## config.mk

```make
export PLATFORM = sky130hd
export DESIGN_NAME = uart_baud_gen_frac
export DESIGN_NICKNAME = d
export VERILOG_FILES = /design/src/rtl/uart_baud_gen_frac.sv
export SDC_FILE = /design/constraint.sdc
export NUM_CORES = 1
export LEC_CHECK = 0
export BUFFER_PORTS_ARGS = -buffer_cell sky130_fd_sc_hd__buf_2
export CORE_ASPECT_RATIO = 1.75
export CORE_MARGIN = 8
export CORE_UTILIZATION = 50
export CTS_BUF_LIST = sky130_fd_sc_hd__clkbuf_4
export DETAILED_ROUTE_END_ITERATION = 10
export PLACE_DENSITY = 0.79
export SETUP_SLACK_MARGIN = 0.4
export SLEW_MARGIN = 10
export SYNTH_ARGS = -nofsm -noshare
export SYNTH_HDL_FRONTEND = slang
export SYNTH_SLANG_ARGS = --single-unit
```

## constraint.sdc

```tcl
create_clock -name CLK -period 1.7 [get_ports CLK]
set_input_delay 0.255 -clock CLK [delete_from_list [all_inputs] [get_ports CLK]]
set_output_delay 0.255 -clock CLK [all_outputs]
set_load 0.005 [all_outputs]
```

## src/rtl/uart_baud_gen_frac.sv

```systemverilog
// uart_baud_gen_frac -- fractional-N baud tick generator for the UART TX/RX paths.
//
// A phase accumulator adds inc_reg every enabled cycle. Each carry out of the
// accumulator becomes one oversample tick. The average tick rate is
// CLK_FREQ*inc_reg/2^ACC_W, and tick spacing jitters by at most one clock.
// A phase counter groups OVERSAMPLE oversample ticks into one bit tick.
// SYNC moves the bit phase to mid-bit, which the RX side uses to capture the start bit.
//
// Optional feature (macro UART_BAUD_RUNTIME_EN):
//   defined   - BAUD_INC / INC_LOAD ports exist and inc_reg can be reloaded at run time
//   undefined - inc_reg is the constant INC_DEFAULT
//
// Ports:
//   CLK          system clock
//   RST          asynchronous reset, active-high
//   EN           run enable; accumulator and phase counter hold while low
//   SYNC         single-cycle phase realign strobe (acts regardless of EN)
//   BAUD_INC     runtime increment value          (UART_BAUD_RUNTIME_EN only)
//   INC_LOAD     load strobe for BAUD_INC          (UART_BAUD_RUNTIME_EN only)
//   BAUD_OS_EN   oversample tick, one-cycle pulse
//   BAUD_BIT_EN  bit tick, one-cycle pulse, always coincident with BAUD_OS_EN
//   BIT_PHASE    current oversample index within the bit (registered)

module uart_baud_gen_frac #(
    parameter int                CLK_FREQ    = 125000000,
    parameter int                BAUD_RATE   = 115200,
    parameter int                OVERSAMPLE  = 16,
    parameter int                ACC_W       = 24,
    parameter longint unsigned   INC_DEFAULT =
        (((longint'(BAUD_RATE) * longint'(OVERSAMPLE)) << ACC_W) + longint'(CLK_FREQ / 2))
        / longint'(CLK_FREQ),
    localparam int               PH_W        = $clog2(OVERSAMPLE)
) (
    input  logic             CLK,
    input  logic             RST,
    input  logic             EN,
    input  logic             SYNC,
`ifdef UART_BAUD_RUNTIME_EN
    input  logic [ACC_W-1:0] BAUD_INC,
    input  logic             INC_LOAD,
`endif
    output logic             BAUD_OS_EN,
    output logic             BAUD_BIT_EN,
    output logic [PH_W-1:0]  BIT_PHASE
);

    // Catch bad configurations at elaboration rather than in silicon.
    if (INC_DEFAULT >= (64'd1 << ACC_W)) begin : g_inc_chk
        $error("uart_baud_gen_frac: INC_DEFAULT does not fit in ACC_W bits");
    end
    if ((OVERSAMPLE < 4) || (OVERSAMPLE > 32) || ((OVERSAMPLE & (OVERSAMPLE - 1)) != 0)) begin : g_os_chk
        $error("uart_baud_gen_frac: OVERSAMPLE must be a power of two in 4..32");
    end

    localparam logic [ACC_W-1:0] INC_RST  = INC_DEFAULT[ACC_W-1:0];
    localparam logic [PH_W-1:0]  PH_LAST  = PH_W'(OVERSAMPLE - 1);
    localparam logic [PH_W-1:0]  PH_MID   = PH_W'(OVERSAMPLE / 2);

    logic [ACC_W-1:0] acc;
    logic [ACC_W-1:0] inc_reg;
    logic [PH_W-1:0]  os_cnt;
    logic [ACC_W:0]   sum;
    logic             carry;

`ifdef UART_BAUD_RUNTIME_EN
    // A load is independent of SYNC/EN. The add in the load cycle still
    // sees the old value because sum is formed from the current inc_reg.
    always_ff @(posedge CLK or posedge RST) begin
        if (RST)
            inc_reg <= INC_RST;
        else if (INC_LOAD)
            inc_reg <= BAUD_INC;
    end
`else
    assign inc_reg = INC_RST;
`endif

    assign sum   = {1'b0, acc} + {1'b0, inc_reg};
    assign carry = sum[ACC_W];

    always_ff @(posedge CLK or posedge RST) begin
        if (RST) begin
            acc         <= '0;
            os_cnt      <= '0;
            BAUD_OS_EN  <= 1'b0;
            BAUD_BIT_EN <= 1'b0;
        end else if (SYNC) begin
            // Restart the accumulator and put the phase at mid-bit. A carry
            // in this same cycle is dropped.
            acc         <= '0;
            os_cnt      <= PH_MID;
            BAUD_OS_EN  <= 1'b0;
            BAUD_BIT_EN <= 1'b0;
        end else if (EN) begin
            acc         <= sum[ACC_W-1:0];
            BAUD_OS_EN  <= carry;
            BAUD_BIT_EN <= carry && (os_cnt == PH_LAST);
            if (carry)
                os_cnt <= os_cnt + 1'b1;  // power-of-two width wraps naturally
        end else begin
            BAUD_OS_EN  <= 1'b0;
            BAUD_BIT_EN <= 1'b0;
        end
    end

    assign BIT_PHASE = os_cnt;

endmodule

```

==> out/metrics.cfg <==
[critical_path]
endpoint_kind=flop
critPathMaxStageDelay_ps=490
crit_path_start=acc[3]$_DFFE_PP0P_
required_ps=1920
r2r-start=acc[3]$_DFFE_PP0P_
cp_slowest_cell=dfrtp_1
cp_cell_sequence=o41ai_4 -> nand4_2 -> nand2_2 -> nor4_1 -> or3_1
worstPathArrival_ps=2020
crit_type=flop to flop
reg2reg_slack_ps=-100
startpoint_type=flop
crit_fanout=4

[logic_synthesis]
avgSynthCellArea_um2=10.1
ys_types=49
syn_nets=168
syn-cell-area_mm2=0.00164
yosys_most_used_dff=dfrtp_1
async_flop_share_pct=100
ys_seq_area_share_pct=44.3
yosysWarnings=0
synth_edf_count=0
yosys_register_bits=29
synth_cells=162

[cts]
htreeDepth=2
clockBufferDepth=2
clk_latency_ps=330
cts.sinks=29
cts_tree=built
cts_buffers=5
cts_root_buffer=clkbuf_4
path_clk_slew_ps=90

[worst_hold_path]
hp-class=primary input to flop
hp-start=SYNC

[drt]
vias=1455
first_pass_iters=4
detail_route.wl_per_cell_um=17.9
post_drt_via_cell_ratio=5.68
drtIter0Drc=48
drc=0
drtAntennaViolNets=0
drt-total-wl_um=4570

[die]
initial_core_util_pct=52.2
die_y_um=91.7
num_io_pins=10
row_count=27
core-area_mm2=0.00314
dieArea_mm2=0.00544
die_w_um=59.3

[cells_and_area]
final_common_cell=buf_4
layout-drive-gt1-share_pct=45.5
regArea_um2=729
multi_input_area_mm2=0.00103
area_delta_synth_final_pct=37.1
n_fill_cell=216
utilization_pct=71.5
final_cell_mix=33 x buf_4, 26 x dfrtp_1, 26 x nor2_1
n_antenna_cell=0
layout.nets=219

[global_route]
grt_pass1_wl_um=7000
grt_pass1_vias=1529
grt_overflow=0
antenna_found_initial=0
grt_start_max_net_pins=30
track_usage_pct=16.6

[place]
hpwl_um=2840
preCtsSetupSlack_ps=-67.9
io_buffers=9
routabilityCongestion=0.822

[timing]
skew_ps=8.17
fin_crit_sh_pct=106
setup_ws_ps=-96.0
tns_ps=-754
rsz0062_at_grt=yes
setup-violations-final=15
clock.fmax_mhz=557
hold_viol_final=0
relSlewSlack_pct=73.3
worst_slew_pin_slew_ps=400
drv_slew=0
period_needed_ps=1800

[pwr]
netSwitchingFraction_pct=35.5
p_per_area_mw_per_mm2=896
switching_power_mw=0.714
combPwrFrac_pct=37.6
internal-power_mw=1.30
p_clk_share_pct=19.7
sequentialPowerShare_pct=42.6
leakage_nw=0.993
ir_drop_mv=0.682

[status]
violations=negative setup slack
status=complete, but fails checks

[job]
cap_violations=0

worst max-delay path, delay by kind of cell, from the launching register on:
kind               cells  cell delay, ps
DFF                    1             490
and+or+nand+nor        4             750
AOI/OAI and AO/OA      1             450
layout make-up:
| type | count | area share (%) |
|---|---|---|
| Timing Repair Buffer | 49 | 16.5 |
| Sequential cell | 29 | 32.5 |
| Multi-Input combinational cell | 124 | 45.8 |
| Clock inverter | 1 | 0.167 |
| Inverter | 4 | 0.668 |
| Tap cell | 43 | 2.39 |
| Clock buffer | 6 | 2.00 |
sequential cells by signal, indices dropped and copies added, names as in the netlist:
signal / cells
acc: 23
BIT_PHASE: 4
BAUD_BIT_EN: 1
BAUD_OS_EN: 1
cell usage after synthesis, drive strengths merged, types with 2 or more instances:
| master | count | area [µm²] |
|---|---|---|
| a21boi | 2 | 18.8 |
| nor4 | 2 | 27.5 |
| nand3 | 5 | 35.0 |
| clkbuf | 3 | 11.3 |
| inv | 4 | 15.0 |
| nor3b | 2 | 15.0 |
| nor3 | 3 | 15.0 |
| xor2 | 12 | 105 |
| o211ai | 2 | 20.0 |
| buf | 2 | 8.75 |
| or4 | 2 | 15.0 |
| ha | 2 | 25.0 |
| xnor2 | 9 | 78.8 |
| nor4b | 2 | 32.5 |
| dfrtp | 29 | 726 |
| or3 | 2 | 17.5 |
| nand2b | 3 | 18.8 |
| nand2 | 18 | 70.1 |
| nor2 | 27 | 104 |
| a211oi | 2 | 15.0 |
| and4 | 2 | 20.0 |
| o21ai | 9 | 60.1 |
| nand4 | 4 | 31.3 |
| a21oi | 4 | 23.8 |
power by group through the flow:
stage | Sequential, mW | Combinational, mW | Clock, mW
floorplan | 0.860 | 0.350 | 0
global placement | 0.861 | 0.532 | 0
detailed placement | 0.868 | 0.553 | 0
CTS | 0.854 | 0.635 | 0.408
global route | 0.865 | 0.809 | 0.435
finish | 0.858 | 0.758 | 0.398
metrics by stage:
step           hold WS (ps)  power [mW]  cell area (µm²)  std cells
2_1_floorplan           333        1.21             1670        162
4_1_cts                 405        1.90             2110        250
5_1_grt                 425        2.11             2250        256
3_5_place_dp            355        1.42             1930        233
6_report                400        2.01             2250        256
3_3_place_gp            331        1.39             1930        233
final timing paths:
| check | cells after the start | endpoint |
|---|---|---|
| max in group asynchronous | 4 | acc[4]$_DFFE_PP0P_ |
| min reg2reg | 2 | acc[21]$_DFFE_PP0P_ |
| min | 3 | BIT_PHASE[2]$_DFFE_PP0P_ |
| max | 5 | BIT_PHASE[3]$_DFFE_PP0P_ |
| min in group asynchronous | 4 | BIT_PHASE[2]$_DFFE_PP0P_ |
| max reg2reg | 5 | BIT_PHASE[3]$_DFFE_PP0P_ |
repair_timing:
item                                    in CTS  in global routing
pin swaps                                   20                 30
endpoints found under the setup margin      25                 27
gates resized for setup                     19                 16
hold buffers                                 1                  0
hold endpoints to repair                    29                  0
setup buffers                                9                  6
per-layer routing:
| metal | part of all wire [%] | global-route usage (%) | wire length, µm | vias to the layer above |
|---|---|---|---|---|
| li1 | - | - | - | 663 |
| met1 | 35 | 15.3 | 1600 | 724 |
| met2 | 57 | 30.6 | 2590 | 47 |
| met3 | 3.5 | 3.92 | 162 | 21 |
| met4 | 4.7 | 9.84 | 217 | 0 |
| met5 | 0 | 0 | 0 | - |
kinds of logic after synthesis:
group	share of synthesized area [%]
buf+inv	2.14
xor+xnor	11.2
compound gates	14.8
flops	44.3
simple gates	25.3
mux	0.687
fa+ha+maj	1.53
Power figures use the tool's default switching activity.
